### src/rtl/program_loader.sv
// Loads instruction memory from a framed byte stream (count, big-endian words, XOR checksum)
// and holds the processor core in reset until a load completes with a good checksum.
module program_loader #(
    parameter int ADDR_W = 5,
    parameter int DEPTH  = 32
) (
    input  logic              clk,
    input  logic              rst,
    input  logic              start,
    input  logic              in_valid,
    input  logic [7:0]        in_data,
    output logic              in_ready,
    output logic              load_mem_en,
    output logic [ADDR_W-1:0] load_mem_addr,
    output logic [31:0]       load_mem_data,
    output logic              core_rst_n,
    output logic              busy,
    output logic              done,
    output logic              err
);

    typedef enum logic [2:0] {
        S_IDLE,
        S_HDR,
        S_COLLECT,
        S_WRITE,
        S_CSUM,
        S_DONE,
        S_ERR
    } state_t;

    localparam logic [8:0] DEPTH_B = 9'(DEPTH);

    state_t            state;
    state_t            state_next;
    logic [ADDR_W-1:0] last_idx;
    logic [ADDR_W-1:0] word_idx;
    logic [1:0]        byte_idx;
    logic [31:0]       word;
    logic [7:0]        csum;
    logic              take;
    logic              hdr_bad;

    logic in_ready_next;
    logic load_mem_en_next;
    logic core_rst_n_next;
    logic busy_next;
    logic done_next;
    logic err_next;

    assign take    = in_valid && in_ready;
    assign hdr_bad = (in_data == 8'd0) || ({1'b0, in_data} > DEPTH_B);

    // Status outputs are decoded from the next state and registered, so they
    // always line up with the state register without extra latency.
    // NOTE: sequential blocks use non-blocking assignments so every flop samples
    // pre-edge values regardless of process evaluation order.
    always_ff @(posedge clk) begin
        if (rst) begin
            state       <= S_IDLE;
            in_ready    <= 1'b0;
            load_mem_en <= 1'b0;
            core_rst_n  <= 1'b0;
            busy        <= 1'b0;
            done        <= 1'b0;
            err         <= 1'b0;
        end else begin
            state       <= state_next;
            in_ready    <= in_ready_next;
            load_mem_en <= load_mem_en_next;
            core_rst_n  <= core_rst_n_next;
            busy        <= busy_next;
            done        <= done_next;
            err         <= err_next;
        end
    end

    // NOTE: every combinational output gets a default first so no path infers a latch.
    always_comb begin
        state_next = state;
        case (state)
            S_IDLE:    if (start) state_next = S_HDR;
            S_HDR:     if (take) state_next = hdr_bad ? S_ERR : S_COLLECT;
            S_COLLECT: if (take && byte_idx == 2'd3) state_next = S_WRITE;
            S_WRITE:   state_next = (word_idx == last_idx) ? S_CSUM : S_COLLECT;
            S_CSUM:    if (take) state_next = (in_data == csum) ? S_DONE : S_ERR;
            S_DONE:    if (start) state_next = S_HDR;
            S_ERR:     if (start) state_next = S_HDR;
            default:   state_next = S_IDLE;
        endcase
    end

    always_comb begin
        in_ready_next    = 1'b0;
        load_mem_en_next = 1'b0;
        core_rst_n_next  = 1'b0;
        busy_next        = 1'b0;
        done_next        = 1'b0;
        err_next         = 1'b0;
        case (state_next)
            S_HDR, S_COLLECT, S_CSUM: begin
                in_ready_next = 1'b1;
                busy_next     = 1'b1;
            end
            S_WRITE: begin
                load_mem_en_next = 1'b1;
                busy_next        = 1'b1;
            end
            S_DONE: begin
                done_next       = 1'b1;
                core_rst_n_next = 1'b1;
            end
            S_ERR:   err_next = 1'b1;
            default: ;
        endcase
    end

    // Datapath: word assembly, running checksum, indices and the write port.
    always_ff @(posedge clk) begin
        if (rst) begin
            last_idx      <= '0;
            word_idx      <= '0;
            byte_idx      <= '0;
            word          <= '0;
            csum          <= '0;
            load_mem_addr <= '0;
            load_mem_data <= '0;
        end else begin
            case (state)
                S_HDR: begin
                    if (take) begin
                        last_idx <= ADDR_W'(in_data - 8'd1);
                        csum     <= in_data;
                        word_idx <= '0;
                        byte_idx <= '0;
                    end
                end
                S_COLLECT: begin
                    if (take) begin
                        word     <= {word[23:0], in_data};
                        csum     <= csum ^ in_data;
                        byte_idx <= byte_idx + 2'd1;
                        if (byte_idx == 2'd3) begin
                            load_mem_addr <= word_idx;
                            load_mem_data <= {word[23:0], in_data};
                        end
                    end
                end
                S_WRITE: begin
                    word_idx <= word_idx + 1'b1;
                    byte_idx <= '0;
                end
                S_IDLE, S_DONE, S_ERR: begin
                    if (start) begin
                        csum     <= '0;
                        word_idx <= '0;
                        byte_idx <= '0;
                    end
                end
                default: ;
            endcase
        end
    end

endmodule
### config.mk
export PLATFORM = sky130hd
export DESIGN_NAME = program_loader
export DESIGN_NICKNAME = d
export VERILOG_FILES = /design/src/rtl/program_loader.sv
export SDC_FILE = /design/constraint.sdc
export NUM_CORES = 1
export LEC_CHECK = 0
export CAP_MARGIN = 10
export CORE_AREA = 10 10 129 131
export DETAILED_ROUTE_END_ITERATION = 10
export DIE_AREA = 0 0 139 141
export PLACE_DENSITY = 0.54
export SYNTH_ARGS = -nofsm -noshare
export SYNTH_HDL_FRONTEND = slang
export SYNTH_SLANG_ARGS = --single-unit
### constraint.sdc
create_clock -name clk -period 5.8 [get_ports clk]
set_input_delay 0.87 -clock clk [delete_from_list [all_inputs] [get_ports clk]]
set_output_delay 0.87 -clock clk [all_outputs]
set_load 0.01 [all_outputs]
==> results of run 1 <==
path summary, 6_finish.rpt:
check	from	to	slack, ps	cells after the start
min reg2reg	load_mem_data[24]$_SDFFE_PP0P_	load_mem_data[24]$_SDFFE_PP0P_	450	2
max reg2reg	state[1]$_SDFF_PP0_	load_mem_data[8]$_SDFFE_PP0P_	2840	6
min	load_mem_data[24]$_SDFFE_PP0P_	load_mem_data[24]$_SDFFE_PP0P_	450	2
max	state[1]$_SDFF_PP0_	load_mem_data[8]$_SDFFE_PP0P_	2840	6
per-stage QoR:
stage	hold slack, ps	power [mW]	utilization [%]	cell area [um2]
floorplan	432	0.783	-	3730
global placement	447	0.823	30.7	4360
detailed placement	448	0.826	30.7	4360
CTS	458	1.45	32.9	4680
global route	478	1.51	32.9	4680
finish	454	1.44	32.9	4680
worst max-delay path, delay by kind of cell, from the launching register on:
kind	cells	cell delay (ps)
buffers and inverters	1	200
AO/OA/AOI/OAI	1	90
flip-flops	1	560
AND/OR/NAND/NOR	4	1940
registers in the layout (all words and copies together), names as in the netlist:
| name | cells |
|---|---|
| in_ready | 1 |
| word_idx | 5 |
| load_mem_addr | 5 |
| csum | 8 |
| state | 3 |
| load_mem_data | 32 |
| done | 1 |
| load_mem_en | 1 |
| busy | 1 |
| word | 24 |
| byte_idx | 2 |
| err | 1 |
| last_idx | 5 |
area by class of cell:
| class | instances | area [um2] | area share, % |
|---|---|---|---|
| Clock buffer | 11 | 233 | 4.98 |
| Sequential cell | 89 | 1780 | 38.1 |
| Inverter | 5 | 18.8 | 0.401 |
| Timing Repair Buffer | 56 | 551 | 11.8 |
| Tap cell | 184 | 230 | 4.92 |
| Clock inverter | 5 | 87.6 | 1.87 |
| Multi-Input combinational cell | 336 | 1780 | 38.0 |
kinds of logic after synthesis:
group	Yosys count
XOR/XNOR	22
AO/OA/AOI/OAI	118
buffers and inverters	37
flip-flops	89
multiplexers	1
AND/OR/NAND/NOR	191
adder cells (fa/ha/maj)	4
cells in the final DEF (no fill, tap or decap), drive strengths merged, types with 2 or more instances in the layout:
| cell | instances |
|---|---|
| o21bai | 3 |
| o21ai | 21 |
| a21oi | 66 |
| bufinv | 2 |
| nor2b | 2 |
| a22o | 2 |
| xnor2 | 17 |
| or3 | 4 |
| nand3 | 3 |
| and3 | 2 |
| a32oi | 8 |
| nand2b | 4 |
| ha | 3 |
| nor3 | 5 |
| dfxtp | 89 |
| buf | 3 |
| nand2 | 132 |
| nor2 | 33 |
| nand4 | 4 |
| clkbuf | 11 |
| inv | 7 |
| a211oi | 5 |
| clkdlybuf4s50 | 53 |
| xor2 | 5 |
metal layers:
metal  GRT usage, %  wire length, um  up-vias
met5              0                0        -
met4           2.97              106        0
met3           3.49              660        8
met2           14.0             3930       74
met1           12.1             4280     1437
li1               -                -     1619
power by group through the flow:
stage               Combinational [mW]  Sequential (mW)  Clock [mW]
floorplan                        0.129            0.654           0
global placement                 0.162            0.661           0
detailed placement               0.165            0.661           0
CTS                              0.166            0.648       0.641
global route                     0.188            0.651       0.669
finish                           0.165            0.648       0.625
==> metrics.cfg, run 1 <==
[outcome]
status=finished, final reports clean

[logic_synthesis]
synth-seq-cells=89
yosys.area.top_type_share_pct=47.8
synth-simple-area-share_pct=21.7
synth_area_mm2=0.00373
synth_area_per_cell_um2=8.07
yosys_warnings=0
synth_edf_count=0
seq_area_frac_synth_pct=47.8
synth_flop_cell=dfxtp_1
syn_nets=478
synthAdderAreaFrac_pct=1.54
synth_compound_area_share_pct=18.9
synth_xor_area_share_pct=5.17
synthTopCellsByArea=dfxtp_1, nand2_1, a21oi_1
synth_top_family_by_area=simple AND/OR/NAND/NOR gates
synth_common_cells=nand2_1, dfxtp_1, a21oi_1
synth_most_common_cell=nand2_1
async_reset_ff_share_pct=0
syn_inst=462
synth_mux_area_share_pct=0.268
yosys.cell_types.count=48
yosysTopAreaCell=dfxtp_1

[clocking]
clock-sinks=89
cts_tree=done
cts-resized-gates=0
clock_path_buffers=2
htreeDepth=3
cts_setup_buffers=0
cts_buffers=9
insertion_delay_ps=340
path_clk_slew_ps=60
cts_root_buf=clkbuf_16
holdBufCountCts=0

[grt]
grt_pass1_wl_um=15400
grt_overflow=0
antenna_found_initial=0
grt_max_degree=79
grt_util_all_layers_pct=9.34
grt_pass1_vias=3097

[final_layout]
fin_nets=513
fill_cells=1545
layout-drive-gt1-share_pct=4.78
diodes=0
instances_no_fill=686
area_growth_pct=25.4

[placement]
portBuffers=54
dp_hpwl_um=6270
place_ws_ps=2530
finalWeightedCongestion=0.764
dp_cells=670

[detailed_routing]
dr.pass1.iters=4
postRouteAntennaNets=0
wire_per_inst_um=13.1
via_per_inst=4.57
drt_iter0_drc=230
via_count=3138
drcViolationCount=0
routed_wl_um=8980

[power_and_ir_drop]
pwr-share-clk_pct=43.5
pwr_density_cell_mw_per_mm2=307
power.share.combinational_pct=11.5
leakagePower_nw=1.53
peakVddDrop_mv=0.152
p_int_mw=1.08
sw_frac_of_total_pct=25.1
p_switching_uw=360
pwr-share-seq_pct=45.0

[worst_setup_path]
path_class=flip-flop to flip-flop
worst-path-max-fanout=37
cp_slowest_cell=or3_1
slowest_delay_ps=610
arrival_ps=3150
cp_cell_sequence=inv_1 > or3_1 > nor2_4 > nand2_2 > nand2_1 > a21oi_1
crit_path_end_kind=flip-flop
start_kind=flip-flop
cp_data_required_time_ps=5990

[timing]
worst_slack_ps=2840
skew_ps=9.36
min_period_over_period_pct=51.0
setup_viol=0
hold_viol=0
slew_viol_final=0
worst_pin_slew_ps=783
max_freq_ghz=0.338
period_needed_ps=2960
rsz0062_at_grt=no
maxSlewHeadroom_pct=47.8
fin_setup_tns_ps=0

[job]
drv_cap=0

[floorplanning]
die_area_mm2=0.0196
io_pins=55
num_rows=44
coreArea_mm2=0.0142
die_h_um=141
start_util_pct=26.3
dieWidth_um=139

[hold_path]
hold_path_class=flip-flop to flip-flop

Note: power is estimated with default switching activity, not from simulation.
==> inputs of run 2 (changes only) <==
==> constraint.sdc (replaced) <==
create_clock -name clk -period 2.95 [get_ports clk]
set_input_delay 0.4425 -clock clk [delete_from_list [all_inputs] [get_ports clk]]
set_output_delay 0.4425 -clock clk [all_outputs]
set_load 0.01 [all_outputs]
==> metrics.cfg, run 2 (same netlist as run 1, synthesis figures left out) <==
[outcome]
status=finished, final reports clean  ; unchanged

[final_layout]
fin_nets=517  ; was 513
largest_reg_flops=32  ; unchanged
fill_cells=1522  ; was 1,545
layout-drive-gt1-share_pct=5.73  ; was 4.78%
regMostFlops=load_mem_data  ; unchanged
mostFrequentLayoutCells=nand2_1, dfxtp_1, a21oi_1  ; unchanged
instances_no_fill=690  ; was 686
area_growth_pct=25.8  ; was 25.4%
multi_input_area_mm2=0.00178  ; unchanged
top_regs=load_mem_data (32), word (24), csum (8)  ; unchanged
diodes=0  ; unchanged
regArea_mm2=0.00178  ; unchanged
final_common_cell=nand2_1  ; unchanged

[power_and_ir_drop]
pwr_density_cell_mw_per_mm2=585  ; was 307 mW/mm2
peakVddDrop_mv=0.268  ; was 0.152 mV
leakagePower_nw=1.54  ; was 1.53 nW

[placement]
portBuffers=54  ; unchanged
finalWeightedCongestion=0.828  ; was 0.764
dp_cells=674  ; was 670
dp_hpwl_um=6590  ; was 6270 um
place_ws_ps=355  ; was 2530 ps

[grt]
grt_util_all_layers_pct=9.64  ; was 9.34%
grt_pass1_vias=3180  ; was 3,097
grt_pass1_wl_um=15900  ; was 15,400 um
antenna_found_initial=0  ; unchanged
grt_max_degree=61  ; was 79
grt_overflow=0  ; unchanged

[hold_path]
min_path_cells=2  ; unchanged
hold_path_class=flip-flop to flip-flop  ; unchanged
holdPathEnd=load_mem_data[29]$_SDFFE_PP0P_  ; was load_mem_data[24]$_SDFFE_PP0P_
min-delay-start=load_mem_data[29]$_SDFFE_PP0P_  ; was load_mem_data[24]$_SDFFE_PP0P_

[timing]
maxSlewHeadroom_pct=50.8  ; was 47.8%
worst_pin_slew_ps=736  ; was 783 ps
skew_ps=7.38  ; was 9.36 ps
hold_viol=0  ; unchanged
max_freq_ghz=0.404  ; was 0.338 GHz
rsz0062_at_grt=no  ; unchanged
slew_viol_final=0  ; unchanged
fin_setup_tns_ps=0  ; unchanged
period_needed_ps=2470  ; was 2960 ps
worst_slack_ps=477  ; was 2840 ps
min_period_over_period_pct=83.8  ; was 51.0%
setup_viol=0  ; unchanged

[worst_setup_path]
path_class=flip-flop to flip-flop  ; unchanged
r2r_start=state[1]$_SDFF_PP0_  ; unchanged
crit_path_end_kind=flip-flop  ; unchanged
worst-path-max-fanout=37  ; unchanged
r2r-end=load_mem_data[4]$_SDFFE_PP0P_  ; was load_mem_data[8]$_SDFFE_PP0P_
worst-r2r-cell-count=6  ; unchanged
cp_cell_sequence=inv_1 > or3_1 > nor2_4 > nand2_2 > nand2_1 > a21oi_1  ; unchanged
crit_cells=6  ; unchanged
cpLargestDelayFamily=simple AND/OR/NAND/NOR gates  ; unchanged
arrival_ps=2680  ; was 3150 ps
reg2reg_slack_ps=480  ; was 2840 ps
cp_num_buf_inv=1  ; unchanged
slowest_delay_ps=650  ; was 610 ps
cp_slowest_cell=or3_1  ; unchanged
start_kind=flip-flop  ; unchanged
cp_data_required_time_ps=3160  ; was 5990 ps

[clocking]
clock_path_buffers=2  ; unchanged
htreeDepth=3  ; unchanged
cts_tree=done  ; unchanged
holdBufCountCts=0  ; unchanged
insertion_delay_ps=340  ; about the same
path_clk_slew_ps=70  ; was 60 ps
clock-sinks=89  ; unchanged
cts-resized-gates=0  ; unchanged
cts_setup_buffers=0  ; unchanged
cts_buffers=9  ; unchanged
cts_root_buf=clkbuf_16  ; unchanged

[floorplanning]
start_util_pct=26.3  ; unchanged
io_pins=55  ; unchanged
die_area_mm2=0.0196  ; unchanged
dieWidth_um=139  ; unchanged
die_h_um=141  ; unchanged
coreArea_mm2=0.0142  ; unchanged
num_rows=44  ; unchanged

[detailed_routing]
drt_iter0_drc=275  ; was 230
postRouteAntennaNets=0  ; unchanged
via_count=3170  ; was 3,138
routed_wl_um=9510  ; was 8980 um
dr.pass1.iters=4  ; unchanged
via_per_inst=4.59  ; was 4.57
wire_per_inst_um=13.8  ; was 13.1 um
drcViolationCount=0  ; unchanged

[job]
drv_cap=0  ; unchanged

## run 2: changes by cell type in the layout (fill, tap and decap cells not counted), sizes merged
cell | before | now
clkinv | 0 | 2
buf | 3 | 7
bufinv | 2 | 1
clkbuf | 11 | 10
## run 2: worst max-delay path by stage
stage,startpoint,end,slack [ps]
4_1_cts,state[1]$_SDFF_PP0_,load_mem_data[18]$_SDFFE_PP0P_,480
3_5_place_dp,in_data[2],in_ready$_SDFF_PP0_,350
6_report,state[1]$_SDFF_PP0_,load_mem_data[4]$_SDFFE_PP0P_,480
3_3_place_gp,in_data[2],in_ready$_SDFF_PP0_,440
5_1_grt,state[1]$_SDFF_PP0_,load_mem_data[4]$_SDFFE_PP0P_,230
2_1_floorplan,in_data[0],in_ready$_SDFF_PP0_,930
## run 2: per-stage QoR
step	hold slack, ps	instance area (um2)	power (mW)	util [%]
4_1_cts	456	4690	2.78	33.0
2_1_floorplan	432	3730	1.54	-
3_5_place_dp	447	4400	1.64	31.0
5_1_grt	472	4690	2.89	33.0
6_report	452	4690	2.75	33.0
3_3_place_gp	446	4400	1.63	31.0
## run 2: worst reg2reg max path: stages (launching register included)
cell,delay (ps)
dfxtp_1,550
inv_1,190
or3_1,650
nor2_4,210
nand2_2,430
nand2_1,220
a21oi_1,80
## run 2: layout make-up
type | instances | area share [%]
timing repair buffer | 60 | 12.6
clock buffer | 10 | 4.88
inverter | 5 | 0.400
sequential | 89 | 38.0
tap | 184 | 4.91
multi-input combinational | 336 | 37.8
clock inverter | 6 | 1.39
## run 2: per-layer routing
layer / up-vias / track usage (%) / wire, um
met5: - / 0 / 0
met3: 6 / 3.83 / 573
met4: 0 / 3.19 / 104
li1: 1634 / - / -
met2: 62 / 15.2 / 4440
met1: 1468 / 11.7 / 4390
## run 2: where the power goes
| part | internal [mW] | total [mW] | leakage (nW) | switching (mW) |
|---|---|---|---|---|
| Clock | 0.659 | 1.13 | 0.143 | 0.474 |
| Combinational | 0.139 | 0.339 | 0.680 | 0.199 |
| Sequential | 1.23 | 1.28 | 0.718 | 0.0429 |
